$ cat src/rtl/ad9911_serial_writer.sv
// AD9911 register-write serialiser.
// Accepts one write per TR rising edge and shifts {instruction, data bytes} out MSB first
// on the 3-wire SPI port (SCLK/CS_N/SDIO), holding BUSY for the whole transaction.
// Optional feature macro: AUTO_IO_UPDATE_EN -- when defined, IO_UPDATE is pulsed for
// IOUPD_LEN cycles after each frame; when undefined, IO_UPDATE is tied low.
// After the last SCLK high phase there is one CS_HOLD cycle (CS_N low, SCLK low) and one
// CS_REC cycle with CS_N already high before the transaction ends, giving a fixed
// 3-cycle framing overhead around the 2*SCLK_DIV cycles per bit.

module ad9911_serial_writer #(
    parameter int unsigned SCLK_DIV  = 1,
    parameter int unsigned IOUPD_LEN = 2
) (
    input  logic        CLOCK_10M,
    input  logic        RESET_N,
    input  logic        TR,
    input  logic [7:0]  ADDR,
    input  logic [31:0] DATA,
    output logic        BUSY,
    output logic        ERR,
    output logic        SCLK,
    output logic        CS_N,
    output logic        SDIO,
    output logic        IO_UPDATE
);

    localparam int unsigned DIV_W  = $clog2(SCLK_DIV) + 1;
    localparam int unsigned BITS_W = 6;
    localparam int unsigned SR_W   = 40;

    // Parameters below 1 would make the phase counters never terminate.
    if (SCLK_DIV < 1 || IOUPD_LEN < 1) begin : g_bad_param
        $error("ad9911_serial_writer: SCLK_DIV and IOUPD_LEN must be >= 1");
    end

    typedef enum logic [2:0] {
        IDLE,
        CS_SETUP,
        SH_LO,
        SH_HI,
        CS_HOLD,
        CS_REC,
        IOUPD
    } state_t;

    state_t              state_q, state_d;
    logic                tr_q;
    logic [SR_W-1:0]     sr_q, sr_d;
    logic [BITS_W-1:0]   bits_q, bits_d;
    logic [DIV_W-1:0]    div_q, div_d;
    logic                busy_q, busy_d;
    logic                err_q, err_d;
    logic                sclk_q, sclk_d;
    logic                cs_n_q, cs_n_d;
    logic                sdio_q, sdio_d;

    logic                start_c;
    logic [2:0]          nbytes_c;
    logic [31:0]         data_lj_c;

    assign start_c = TR & ~tr_q;

    // Natural byte count of the addressed register.
    always_comb begin
        nbytes_c = 3'd4;
        case (ADDR[4:0])
            5'h00:               nbytes_c = 3'd1;
            5'h02, 5'h05, 5'h07: nbytes_c = 3'd2;
            5'h01, 5'h03, 5'h06: nbytes_c = 3'd3;
            default:             nbytes_c = 3'd4;
        endcase
    end

    // Left-justify the low N data bytes so they follow the instruction byte.
    always_comb begin
        data_lj_c = DATA;
        case (nbytes_c)
            3'd1:    data_lj_c = {DATA[7:0],  24'h000000};
            3'd2:    data_lj_c = {DATA[15:0], 16'h0000};
            3'd3:    data_lj_c = {DATA[23:0], 8'h00};
            default: data_lj_c = DATA;
        endcase
    end

`ifdef AUTO_IO_UPDATE_EN
    localparam int unsigned UPD_W = $clog2(IOUPD_LEN) + 1;
    logic [UPD_W-1:0] upd_q, upd_d;
    logic             ioupd_q, ioupd_d;
`endif

    // Next-state, datapath and registered-output computation.
    always_comb begin
        state_d = state_q;
        sr_d    = sr_q;
        bits_d  = bits_q;
        div_d   = div_q;
        err_d   = 1'b0;
`ifdef AUTO_IO_UPDATE_EN
        upd_d   = upd_q;
`endif
        case (state_q)
            IDLE: begin
                if (start_c) begin
                    if (ADDR > 8'h18) begin
                        err_d = 1'b1;
                    end else begin
                        sr_d    = {3'b000, ADDR[4:0], data_lj_c};
                        bits_d  = BITS_W'({nbytes_c, 3'b000}) + BITS_W'(8);
                        state_d = CS_SETUP;
                    end
                end
            end
            CS_SETUP: begin
                div_d   = '0;
                state_d = SH_LO;
            end
            SH_LO: begin
                if (div_q == DIV_W'(SCLK_DIV - 1)) begin
                    div_d   = '0;
                    state_d = SH_HI;
                end else begin
                    div_d = div_q + DIV_W'(1);
                end
            end
            SH_HI: begin
                if (div_q == DIV_W'(SCLK_DIV - 1)) begin
                    div_d   = '0;
                    sr_d    = {sr_q[SR_W-2:0], 1'b0};
                    bits_d  = bits_q - BITS_W'(1);
                    state_d = (bits_q == BITS_W'(1)) ? CS_HOLD : SH_LO;
                end else begin
                    div_d = div_q + DIV_W'(1);
                end
            end
            CS_HOLD: begin
                state_d = CS_REC;
            end
            CS_REC: begin
`ifdef AUTO_IO_UPDATE_EN
                upd_d   = '0;
                state_d = IOUPD;
`else
                state_d = IDLE;
`endif
            end
`ifdef AUTO_IO_UPDATE_EN
            IOUPD: begin
                if (upd_q == UPD_W'(IOUPD_LEN - 1)) begin
                    state_d = IDLE;
                end else begin
                    upd_d = upd_q + UPD_W'(1);
                end
            end
`endif
            default: state_d = IDLE;
        endcase

        busy_d = (state_d != IDLE);
        sclk_d = (state_d == SH_HI);
        cs_n_d = !((state_d == CS_SETUP) || (state_d == SH_LO) ||
                   (state_d == SH_HI)    || (state_d == CS_HOLD));
        sdio_d = (state_d == SH_LO) ? sr_d[SR_W-1] : sdio_q;
`ifdef AUTO_IO_UPDATE_EN
        ioupd_d = (state_d == IOUPD);
`endif
    end

    // State, datapath and output registers; reset forces the SPI port idle at once.
    always_ff @(posedge CLOCK_10M or negedge RESET_N) begin
        if (!RESET_N) begin
            state_q <= IDLE;
            tr_q    <= 1'b0;
            sr_q    <= '0;
            bits_q  <= '0;
            div_q   <= '0;
            busy_q  <= 1'b0;
            err_q   <= 1'b0;
            sclk_q  <= 1'b0;
            cs_n_q  <= 1'b1;
            sdio_q  <= 1'b0;
        end else begin
            state_q <= state_d;
            tr_q    <= TR;
            sr_q    <= sr_d;
            bits_q  <= bits_d;
            div_q   <= div_d;
            busy_q  <= busy_d;
            err_q   <= err_d;
            sclk_q  <= sclk_d;
            cs_n_q  <= cs_n_d;
            sdio_q  <= sdio_d;
        end
    end

`ifdef AUTO_IO_UPDATE_EN
    // IO_UPDATE strobe width counter and output register.
    always_ff @(posedge CLOCK_10M or negedge RESET_N) begin
        if (!RESET_N) begin
            upd_q   <= '0;
            ioupd_q <= 1'b0;
        end else begin
            upd_q   <= upd_d;
            ioupd_q <= ioupd_d;
        end
    end

    assign IO_UPDATE = ioupd_q;
`else
    assign IO_UPDATE = 1'b0;
`endif

    assign BUSY = busy_q;
    assign ERR  = err_q;
    assign SCLK = sclk_q;
    assign CS_N = cs_n_q;
    assign SDIO = sdio_q;

endmodule
$ cat config.mk
export PLATFORM = sky130hd
export DESIGN_NAME = ad9911_serial_writer
export DESIGN_NICKNAME = d
export VERILOG_FILES = /design/src/rtl/ad9911_serial_writer.sv
export SDC_FILE = /design/constraint.sdc
export NUM_CORES = 1
export LEC_CHECK = 0
export CORE_ASPECT_RATIO = 0.6
export CORE_MARGIN = 2
export CORE_UTILIZATION = 60
export CTS_CLUSTER_SIZE = 20
export DETAILED_ROUTE_END_ITERATION = 10
export DONT_BUFFER_PORTS = 1
export PLACE_DENSITY = 0.81
export RECOVER_POWER = 100
export SETUP_SLACK_MARGIN = 0.5
export SKIP_CTS_REPAIR_TIMING = 1
export SLEW_MARGIN = 20
export SYNTH_ARGS = -nofsm -noshare
export SYNTH_HDL_FRONTEND = slang
export SYNTH_SLANG_ARGS = --single-unit
$ cat constraint.sdc
create_clock -name CLOCK_10M -period 2 [get_ports CLOCK_10M]
set_clock_uncertainty 0.2 [all_clocks]
set_input_delay 0.4 -clock CLOCK_10M [delete_from_list [all_inputs] [get_ports CLOCK_10M]]
set_output_delay 0.4 -clock CLOCK_10M [all_outputs]
set_load 0.02 [all_outputs]
Word-level counts from Yosys, hierarchy flattened
Cells that the tools add are included.

Memories kept: 0. Bits in latches: 0. Logic and storage cells: 72. Output and inout bits: 6. Bits in writable memories: 0. Memory bits (read-only): 0. Input bits: 43. Flip-flop bits (word level): 56.

$mul: 0. Mux-type cells: 21. Shift-type cells: 0. Divide/modulo/power cells: 0. Eq/ne operators: 21. Reduce and logical (&&, ||, !) cells: 13. Bitwise operators: 2. Add/sub/neg operators: 3. Order comparisons: 1.

Operators by type and width (number): 40-bit two-way mux (3); 32-bit case mux with 3 select lines (1); 40-bit case mux with 2 select lines (1); 3-bit by 2-bit == test with 1-bit output, second input constant (6); 6-bit two-way mux (3); 5-bit by 3-bit == test with 1-bit output, second input constant (3); 3-bit two-way mux (5); 3-bit case mux with 5 select lines (1); 6-bit case mux with 2 select lines (1); 5-bit by 2-bit == test with 1-bit output, second input constant (2); 3-bit by 1-bit == test with 1-bit output, second input constant (3); 3-bit case mux with 3 select lines (1); 8-bit by 5-bit > comparator with 1-bit output, second input constant (1); 6-bit by 4-bit adder with 6-bit output, second input constant (1); 3-bit == test, second input constant (2); 6-bit by 1-bit == test with 1-bit output, second input constant (1); 2-bit inequality test, second input constant (3); 3-bit OR reduction (2); 6-bit by 1-bit subtractor with 6-bit output, second input constant (1); 5-bit by 1-bit == test with 1-bit output, second input constant (1); 5-bit zero test (1); 1-bit two-way mux (4); 4-bit AND reduction (1); 2-bit nonzero test (2); 9 further kinds (11).

Longest topological paths before layout
Depth after elaboration: 9. Depth in mapped cells: 11. Mapped depth without buffers: 9.

Worst setup path before layout
Ideal clock, no wire load.

Path kind: input to register. From: input ADDR[1]. To: register sr_q[1]. Data required time: 1.674 ns. Data arrival time: 2.157 ns. Setup time: 0.126 ns. Stages: 10. Path buffers: 2. Slack: -0.482 ns. Cell sequence: nor2_1 clkbuf_1 nor2_1 inv_1 ha_1 nand2b_1 clkbuf_1 a21oi_2 nor2_2 a221o_1.

Cells in the longest elaborated chain, start to end: 8. Elaborated cells on any way between the ends: 20. Classes of those cells: 1 x order compare; 10 x eq/ne; 5 x mux; 4 x reduce/logical.

Ends and longest elaborated chain: start, declared (line 17) `input logic [7:0] ADDR,`; 5-bit by 1-bit == test with 1-bit output, or another cell as far along (line 66) `case (ADDR[4:0])`; 3-bit OR reduction (line 66); 3-bit case mux with 3 select lines (line 66); 3-bit by 2-bit == test with 1-bit output or 3-bit by 1-bit == test with 1-bit output (tied branches) (line 77) `case (nbytes_c)`; 32-bit case mux with 3 select lines (line 77); 40-bit two-way mux (line 104) `if (ADDR > 8'h18) begin`; 40-bit two-way mux (line 103) `if (start_c) begin`; 40-bit case mux with 2 select lines (line 101) `case (state_q)`; end signal, assigned (line 184) `sr_q <= sr_d;`; end, declared (line 48) `logic [SR_W-1:0] sr_q, sr_d;`.

Several ways; a longest one is shown, not always the timed one. The select of a mux whose other input is x is not followed. A chain may end at the register's enable or synchronous reset.

Final worst setup path
From: input ADDR[1]. To: register sr_q[31].

The elaborated chain is that of the path after synthesis.

==> flow_summary.ini <==
[run_status]
status = complete, but fails checks
violations = negative hold slack, negative setup slack

[pwr]
comb_power_share = 0.387
clkPwrFrac = 0.193
powerDensity_mw_per_mm2 = 938
internal-power_mw = 2.44
leakage_nw = 1.77
seq_power_share = 0.420
p_sw_frac = 0.397
ir_drop_uv = 551
p_switching_mw = 1.61

[setup_path]
cp-startpoint = ADDR[1]
cp-end-kind = register
worstReg2RegStart = state_q[1]
r2r_cells = 5
path_class = in -> reg
worstPathRequired_ns = 2.00
critical_path.max_fanout = 9
startpoint_type = input port
arrival_ns = 2.12

[final_layout]
nets = 416
drive_gt1_frac = 0.355
nFillCells = 237
seqCellArea_mm2 = 0.00138
area_delta_synth_final_pct = 37.0
fin_area_mm2 = 0.00431
antenna_cells = 0
multi_input_area_mm2 = 0.00205

[clocking]
cts.sinks = 55
cts_buffers = 5
path_clk_slew_ns = 0.11
cts-root-buf = clkbuf_8
cts_tree = done
h-tree-depth = 2
ctsLongestPathBuffers = 2
clock_latency_ns = 0.32

[sta]
fmaxAchievable_mhz = 471
layout_min_cycle_time_ns = 2.12
setup_ws_ns = -0.122
setup_viol = 5
fin_crit_sh = 1.06
rsz0062_at_grt = true
holdWs_ns = -0.447
drv_slew = 0
finalHoldViolCount = 55

[grt]
grt_util_all_layers = 0.303
grt_pass1_vias = 2619
globalRouteOverflowTotal = 0
grt_max_degree = 56
grt_first_pass_wirelength_um = 13700
antenna_found_initial = 0

[routing]
wl_met1_um = 4450
totalWireLength_um = 12100
routed-via-count = 3370
drt_iter0_drc = 663
wl_met3_um = 1840
route.met2.wl_um = 5090
routed.top_layer = met4
firstDrtPassIters = 7
wl_per_cell_um = 27.8
viasPerCell = 7.75
drc = 0
ant_nets = 0

[run]
maxCapViolations = 0

[placement]
io_buffers = 0
placed_area_mm2 = 0.00340
dp_hpwl_um = 6290
gp_congestion = 0.990

[hold_path]
hold_path_class = in -> async

[synth]
synth_seq_cells = 55
avgSynthCellArea_um2 = 9.47
ys_warn_count = 0
synth_fp_nets = 380
dominantRegCellSynth = dfrtp_1
synth_area_mm2 = 0.00314
synth_edf_count = 0
synthDistinctLibCells = 54
synth_cells = 332
async_reset_ff_frac = 1.00
seq_area_frac_synth = 0.438

[floorplanning]
start_util = 0.622
fp-row-count = 20
dieArea_mm2 = 0.00585
die_w_um = 97.5
io_pins = 49
fp.dieH_um = 60.1
core_area_mm2 = 0.00505
cell families (layout without fill, tap and decap cells):
kind of cell | after synthesis | in the layout | share of synthesized area
AOI/OAI and AO/OA | 126 | 126 | 0.302
and+or+nand+nor | 100 | 101 | 0.166
DFF | 55 | 55 | 0.438
buffers and inverters | 40 | 76 | 0.0577
adders and majority gates | 5 | 5 | 0.0199
xor gates and xnor gates | 3 | 3 | 0.00836
muxes | 2 | 2 | 0.00676
other | 1 | 1 | 0.00119
flip-flops by register name, indices dropped and copies added, names as in the netlist:
name     flops
state_q      3
bits_q       6
sr_q        40
SDIO         1
SCLK         1
CS_N         1
BUSY         1
tr_q         1
ERR          1
placed cells by master, fill, tap and decap left out, types with 3 or more instances in the layout:
| cell type | instances |
|---|---|
| a211oi_1 | 6 |
| a211oi_2 | 4 |
| a221o_1 | 7 |
| a221oi_1 | 3 |
| a221oi_2 | 13 |
| a22oi_1 | 13 |
| a2bb2oi_1 | 12 |
| a2bb2oi_2 | 4 |
| a32oi_2 | 5 |
| and2_1 | 15 |
| and3_1 | 5 |
| and3_4 | 3 |
| buf_12 | 4 |
| buf_4 | 29 |
| buf_6 | 13 |
| clkbuf_1 | 3 |
| clkbuf_16 | 6 |
| clkbuf_8 | 5 |
| dfrtp_1 | 53 |
| inv_1 | 9 |
| nand2_1 | 33 |
| nand3_1 | 9 |
| nor2_1 | 4 |
| nor2_4 | 4 |
| nor2b_1 | 3 |
| o211ai_1 | 8 |
| o21ai_1 | 30 |
| o21ai_2 | 3 |
stage by stage:
| stage | util | setup slack [ns] | power, mW | std cells | setup TNS (ns) |
|---|---|---|---|---|---|
| after floorplan | - | -0.137 | 2.54 | 332 | -3.26 |
| after global placement | 0.673 | -0.240 | 2.78 | 392 | -5.57 |
| after detailed placement | 0.673 | -0.321 | 2.84 | 392 | -7.40 |
| after CTS | 0.696 | 0.00871 | 3.60 | 400 | 0 |
| after global routing | 0.852 | -0.117 | 4.17 | 435 | -0.306 |
| final | 0.852 | -0.122 | 4.04 | 435 | -0.222 |
final timing paths:
| check | to | slack (ns) |
|---|---|---|
| setup / recovery | sr_q[31] | -0.12 |
| hold / removal | tr_q | -0.45 |
| setup reg to reg | sr_q[22] | -0.05 |
| hold reg to reg | sr_q[0] | 0.32 |
| max in group asynchronous | CS_N | 1.86 |
| min in group CLOCK_10M | sr_q[6] | 0.02 |
power groups by stage:
stage	logic [mW]	registers [mW]	clock network [mW]
2_1_floorplan	0.949	1.59	0
3_3_place_gp	1.12	1.66	0
3_5_place_dp	1.16	1.68	0
4_1_cts	1.16	1.66	0.779
5_1_grt	1.64	1.72	0.812
6_report	1.56	1.70	0.781
Yosys cell counts (all sizes together), types with 2 or more instances:
library cell,count,share of area
o21a,2,0.0048
and3,7,0.016
ha,5,0.020
nand3,12,0.019
a221oi,17,0.051
o21ai,34,0.054
nand4,3,0.0080
nor2b,4,0.0080
dfrtp,54,0.43
a21oi,3,0.0060
inv,10,0.012
and3b,2,0.0056
a211oi,10,0.024
o211ai,8,0.019
a221o,7,0.022
nand2,35,0.042
a2bb2oi,16,0.045
a22oi,13,0.031
nor2,10,0.013
o31ai,2,0.0048
and2,15,0.030
a32oi,8,0.022
clkbuf,17,0.020
nor3,4,0.0064
xor2,2,0.0056
buf,13,0.025
per-layer routing:
layer | GRT usage | vias to the layer above
li1 | - | 1336
met1 | 0.458 | 1595
met2 | 0.433 | 337
met3 | 0.0936 | 102
met4 | 0.0575 | 0
met5 | 0 | -
cell type report:
type / count / area share
clock buffer: 5 / 0.0160
sequential: 55 / 0.320
tap: 66 / 0.0192
clock inverter: 3 / 0.0110
multi-input combinational: 238 / 0.475
inverter: 10 / 0.00871
timing repair buffer: 58 / 0.150
critical path, cell delays in order:
cell      delay [ns]
nor2b_4         0.11
xnor2_2         0.17
nand2_1         0.10
buf_4           0.14
ha_2            0.25
a22oi_1         0.25
a211oi_1        0.13
a221oi_1        0.41
o211ai_1        0.16
Power figures use the tool's default switching activity.
